$ cat src/rtl/counter_bank_pkg.sv
// -----------------------------------------------------------------------------
// counter_bank_pkg
// Shared constants for the counter bank: encoding of the per-channel
// direction input.
// -----------------------------------------------------------------------------
package counter_bank_pkg;

  localparam logic DIR_UP   = 1'b1;
  localparam logic DIR_DOWN = 1'b0;

endpackage

$ cat src/rtl/counter_bank_ch.sv
// -----------------------------------------------------------------------------
// counter_bank_ch
// One counter channel: count register, next-state logic and registered
// terminal-count pulse. Exports a combinational terminal-event flag so the
// top level can chain channels into one wide counter.
//
// Ports:
//   clk       in   rising-edge clock
//   rst       in   asynchronous active-high reset (count=0, tc=0)
//   en        in   effective count enable for this channel
//   dir       in   1 = up, 0 = down
//   load      in   synchronous load strobe (overrides en)
//   load_val  in   [WIDTH]  load value, clamped to max_val
//   max_val   in   [WIDTH]  runtime terminal value
//   count     out  [WIDTH]  registered count
//   tc        out  registered terminal-count pulse
//   term_evt  out  combinational: a terminal event happens on this edge
// -----------------------------------------------------------------------------
module counter_bank_ch
  import counter_bank_pkg::*;
#(
  parameter int WIDTH    = 8,
  parameter int SATURATE = 0
) (
  input  logic             clk,
  input  logic             rst,
  input  logic             en,
  input  logic             dir,
  input  logic             load,
  input  logic [WIDTH-1:0] load_val,
  input  logic [WIDTH-1:0] max_val,
  output logic [WIDTH-1:0] count,
  output logic             tc,
  output logic             term_evt
);

  localparam bit SAT = (SATURATE != 0);

  // Load value never exceeds the terminal value.
  function automatic logic [WIDTH-1:0] clamp_load(input logic [WIDTH-1:0] lv,
                                                  input logic [WIDTH-1:0] mv);
    return (lv < mv) ? lv : mv;
  endfunction

  // Value taken when a terminal event occurs: wrap to the opposite bound or
  // hold at the bound that was reached.
  function automatic logic [WIDTH-1:0] bound_val(input logic             up,
                                                 input logic [WIDTH-1:0] mv);
    if (SAT) return up ? mv : '0;
    else     return up ? '0 : mv;
  endfunction

  logic [WIDTH-1:0] cnt_p0;
  logic             tc_p0;
  logic [WIDTH-1:0] inc;
  logic [WIDTH-1:0] dec;
  logic             at_bound;

  // Stage p0: next-state and terminal detection
  always_comb begin
    inc      = count + 1'b1;
    dec      = count - 1'b1;
    // ">=" on the up side so a max_val lowered below count terminates at once.
    at_bound = (dir == DIR_UP) ? (count >= max_val) : (count == '0);
    term_evt = en & ~load & at_bound;
    cnt_p0   = count;
    tc_p0    = 1'b0;
    if (load) begin
      cnt_p0 = clamp_load(load_val, max_val);
    end else if (en) begin
      if (at_bound) begin
        cnt_p0 = bound_val(dir == DIR_UP, max_val);
        // In saturate mode the pulse fired on the arriving step, not here.
        tc_p0  = ~SAT;
      end else if (dir == DIR_UP) begin
        cnt_p0 = inc;
        tc_p0  = SAT & (inc == max_val);
      end else begin
        cnt_p0 = dec;
        tc_p0  = SAT & (dec == '0);
      end
    end
  end

  // Stage p1: registered outputs
  always_ff @(posedge clk or posedge rst) begin
    if (rst) begin
      count <= '0;
      tc    <= 1'b0;
    end else begin
      count <= cnt_p0;
      tc    <= tc_p0;
    end
  end

endmodule

$ cat src/rtl/counter_bank.sv
// -----------------------------------------------------------------------------
// counter_bank
// NUM_CH independent WIDTH-bit counters with per-channel direction, enable,
// synchronous load, runtime terminal value and registered terminal pulse.
// SATURATE selects wrap (0) or hold-at-bound (1).
//
// Optional build macro COUNTER_BANK_CASCADE_EN: when defined, channel i>0 only
// counts on cycles where channel i-1 has a terminal event, so the channels
// behave as one wide counter rolling over in a single cycle.
//
// Ports (channel i at [i*WIDTH +: WIDTH] in packed vectors):
//   clk       in   rising-edge clock
//   rst       in   asynchronous active-high reset
//   en        in   [NUM_CH]         count enable
//   dir       in   [NUM_CH]         1 = up, 0 = down
//   load      in   [NUM_CH]         synchronous load strobe
//   load_val  in   [NUM_CH*WIDTH]   load values
//   max_val   in   [NUM_CH*WIDTH]   terminal values
//   count     out  [NUM_CH*WIDTH]   registered counts
//   tc        out  [NUM_CH]         registered terminal-count pulses
// -----------------------------------------------------------------------------
module counter_bank
  import counter_bank_pkg::*;
#(
  parameter int WIDTH    = 8,
  parameter int NUM_CH   = 3,
  parameter int SATURATE = 0
) (
  input  logic                    clk,
  input  logic                    rst,
  input  logic [NUM_CH-1:0]       en,
  input  logic [NUM_CH-1:0]       dir,
  input  logic [NUM_CH-1:0]       load,
  input  logic [NUM_CH*WIDTH-1:0] load_val,
  input  logic [NUM_CH*WIDTH-1:0] max_val,
  output logic [NUM_CH*WIDTH-1:0] count,
  output logic [NUM_CH-1:0]       tc
);

  logic [NUM_CH-1:0] term;
  logic [NUM_CH-1:0] en_eff;

  for (genvar i = 0; i < NUM_CH; i++) begin : g_ch
`ifdef COUNTER_BANK_CASCADE_EN
    if (i == 0) begin : g_first
      assign en_eff[i] = en[i];
    end else begin : g_chain
      assign en_eff[i] = en[i] & term[i-1];
    end
`else
    assign en_eff[i] = en[i];
`endif

    counter_bank_ch #(
      .WIDTH    (WIDTH),
      .SATURATE (SATURATE)
    ) u_ch (
      .clk      (clk),
      .rst      (rst),
      .en       (en_eff[i]),
      .dir      (dir[i]),
      .load     (load[i]),
      .load_val (load_val[i*WIDTH +: WIDTH]),
      .max_val  (max_val[i*WIDTH +: WIDTH]),
      .count    (count[i*WIDTH +: WIDTH]),
      .tc       (tc[i]),
      .term_evt (term[i])
    );
  end

endmodule

$ cat config.mk
export PLATFORM = sky130hd
export DESIGN_NAME = counter_bank
export DESIGN_NICKNAME = d
export VERILOG_FILES = /design/src/rtl/counter_bank_pkg.sv /design/src/rtl/counter_bank_ch.sv /design/src/rtl/counter_bank.sv
export SDC_FILE = /design/constraint.sdc
export NUM_CORES = 1
export LEC_CHECK = 0
export ABC_AREA = 1
export ABC_CLOCK_PERIOD_IN_PS = 1900
export BUFFER_PORTS_ARGS = -buffer_cell sky130_fd_sc_hd__buf_2
export CAP_MARGIN = 20
export CORE_MARGIN = 8
export CORE_UTILIZATION = 35
export CTS_BUF_LIST = sky130_fd_sc_hd__clkbuf_2
export DETAILED_ROUTE_END_ITERATION = 8
export SYNTH_ARGS = -nofsm -noshare
export SYNTH_HDL_FRONTEND = slang
export SYNTH_SLANG_ARGS = --single-unit
export TNS_END_PERCENT = 100
$ cat constraint.sdc
create_clock -name clk -period 1.9 [get_ports clk]
set_input_delay 0.38 -clock clk [delete_from_list [all_inputs] [get_ports clk]]
set_output_delay 0.38 -clock clk [all_outputs]
set_load 0.02 [all_outputs]
==> impl_metrics.py <==
metrics = {
    "worst_hold_path": {
        "hp-class": "in2reg",
    },
    "pwr": {
        "ir_drop_uv": 283.9,
        "p_per_area_nw_per_um2": 714.6,
        "p_leak_uw": 0.003134,
        "finalPower_uw": 3780,
    },
    "worst_setup_path": {
        "slowest_stage": "dfrtp_1",
        "ff2ff_setup_slack_ps": 90,
        "endpoint_kind": "flip-flop",
        "cp.required_ps": 2250,
        "crit_fanout": 4,
        "path_common_cell": "nand2_1",
        "start_kind": "flip-flop",
        "arrival_ps": 2160,
        "path_cells": "buf_4 -> ha_1 -> nand2_1 -> inv_1 -> a21boi_0 -> nand3_1 -> nand2_1 -> nand2_1 -> nand2_1 -> nand2_1 -> a21oi_1",
        "slowest_delay_ps": 470,
        "critPathKind": "reg2reg",
    },
    "sta": {
        "final-setup-viol-count": 0,
        "worst_pin_slew_ps": 606.5,
        "worst_clock_skew_ps": 8.939,
        "hold_viol_final": 0,
        "whs_ps": 213.5,
        "rsz0062_at_grt": "true",
        "slew_violations": 0,
        "clock.fmax_ghz": 0.5534,
        "relSlewSlack_pct": 59.42,
        "fin_crit_sh_pct": 95.11,
        "post-route-min-period_ps": 1807,
    },
    "logic_synthesis": {
        "synth_area_um2": 4079,
        "synth-edff-count": 0,
        "post_synth_fa_ha_maj_area_fraction_pct": 20.80,
        "synth.most_common_cell": "nand2_1",
        "ys.flop_type": "dfrtp_1",
        "synth_area_leaders": "nand2_1 24%, ha_1 19%, dfrtp_1 17%, nand3_1 11%, inv_1 7.7%",
        "muxShareOfSynthArea_pct": 0,
        "synth_top_family_by_area": "simple AND/OR/NAND/NOR gates",
        "synth_area_leader_cell": "nand2_1",
        "ys_seq_area_share_pct": 16.56,
        "synth_warnings": 0,
        "synth-simple-area-share_pct": 43.40,
        "synthXorXnorAreaFrac_pct": 3.221,
        "synth_commonest_cells": "265 x nand2_1, 86 x nand3_1, 84 x inv_1, 63 x ha_1, 43 x nor2_1",
        "synth_seq_cells": 27,
        "synth_compound_area_share_pct": 6.503,
        "ys_types": 32,
        "syn-mean-instance-area_um2": 6.061,
        "synthCells": 673,
        "synthesis.nets": 798,
        "async_flop_share_pct": 100.0,
        "synthDominantCellAreaShare_pct": 24.39,
    },
    "cts": {
        "cts_sinks": 27,
        "cts_max_path_buffers": 2,
        "clockRootBuffer": "clkbuf_2",
        "h-tree-depth": 1,
        "clkLatencyLatePin_ps": 390,
        "cts_buffers": 3,
        "cts_tree": "yes",
        "clk_pin_slew_ps": 310,
    },
    "global_route": {
        "grt_pass1_wl_um": 20240,
        "grt_use_total_pct": 15.78,
        "antenna_found_initial": 0,
        "globalRouteOverflowTotal": 0,
        "grt_pass1_vias": 4386,
        "grt_max_degree": 28,
    },
    "cells_and_area": {
        "nets": 941,
        "drive_gt1_share_pct": 24.05,
        "area_delta_synth_final_pct": 29.69,
    },
    "drt": {
        "firstDrtPassIters": 5,
        "avgRoutedWirePerCell_um": 12.93,
        "routed_wl_um": 12400,
        "via_per_inst": 4.897,
        "ant_nets": 0,
        "via_count": 4696,
        "drtIter0Drc": 270,
        "drc": 0,
    },
    "placed_design": {
        "dp_hpwl_um": 10190,
        "portBuffers": 85,
        "gp_congestion": 0.9529,
    },
    "run_status": {
        "status": "completed",
    },
    "die": {
        "dieWidth_um": 124.0,
        "num_rows": 39,
        "die-height_um": 124.0,
        "ios": 86,
        "initial_core_util_pct": 35.72,
        "dieArea_um2": 15360,
        "core_um2": 11420,
    },
    "flow_run": {
        "drv_cap": 0,
    },
}
[area by class of cell]
type | instances | area (um2)
Fill cell | 1226 | 6128
Antenna cell | 1 | 2.502
Tap cell | 143 | 178.9
Inverter | 86 | 322.8
Clock inverter | 1 | 8.758
Clock buffer | 3 | 15.01
Timing Repair Buffer | 148 | 908.4
Sequential cell | 27 | 690.7
Multi-Input combinational cell | 550 | 3163
[through the flow]
step                util (%)  instance area (um2)  setup TNS (ps)  cells  setup slack (ps)
floorplan                  -                 4079               0    673             28.51
detailed placement     43.93                 5016          -593.5    943            -118.6
global route           46.31                 5288          -16.00    958            -7.675
global placement       43.93                 5016          -288.0    943            -67.89
CTS                    44.23                 5050               0    948             18.37
finish                 46.33                 5290               0    959             92.87
[flip-flops by register name (all words and copies together), names as in the netlist]
name	count
g_ch.u_ch.count	24
g_ch.u_ch.tc	3
[timing repair]
item                                    CTS  global route
setup buffers                             0             9
hold endpoints to repair                 27             0
resized for setup                         0            38
endpoints found under the setup margin    0            24
hold buffers                              1             0
[critical path, delay by kind of cell (launching register included)]
family,cells,cell delay (ps)
flip-flops,1,470
AND/OR/NAND/NOR,6,420
AO/OA/AOI/OAI,2,350
adder cells (fa/ha/maj),1,320
buffers and inverters,2,210
[power breakdown]
part | switching [uW] | internal, uW | leakage, uW | total [uW]
clock | 205 | 55.5 | 0.0000170 | 261
sequential | 201 | 702 | 0.000318 | 903
combinational | 1460 | 1150 | 0.00280 | 2620
[logic make-up after synthesis]
kind of cell / count (synthesis)
adder cells (fa/ha/maj): 66
AO/OA/AOI/OAI: 48
buffers and inverters: 97
AND/OR/NAND/NOR: 420
XOR/XNOR: 15
flip-flops: 27
[layout by cell type, fill, tap and decap left out, drive strengths merged]
cell type	instances
a21boi	1
a21o	2
a21oi	32
a31oi	1
buf	147
clkbuf	3
clkinv	1
dfrtp	27
diode	1
dlygate4sd3	1
fa	3
ha	63
inv	86
nand2	272
nand3	86
nand3b	6
nand4	6
nor2	44
nor3b	3
o211ai	1
o21a	4
o21ai	7
or2	4
xnor2	6
xor2	9
[routing by layer]
| metal | track usage (%) | routed length (um) | up-vias |
|---|---|---|---|
| li1 | - | - | 2443 |
| met1 | 21.23 | 5918 | 2126 |
| met2 | 27.09 | 5735 | 121 |
| met3 | 1.179 | 650 | 6 |
| met4 | 3.346 | 95 | 0 |
| met5 | 0 | 0 | - |
[path summary, 6_finish.rpt]
kind,to,from,depth (start not counted)
max,g_ch[0].u_ch.count[7],g_ch[0].u_ch.count[5],11
min,g_ch[1].u_ch.tc,en[1],2
max reg2reg,g_ch[0].u_ch.count[7],g_ch[0].u_ch.count[5],11
min reg2reg,g_ch[1].u_ch.count[0],g_ch[1].u_ch.count[0],2
max in group asynchronous,g_ch[0].u_ch.count[3],rst,4
min in group asynchronous,g_ch[1].u_ch.count[7],rst,4
(Power assumes the default switching activity.)
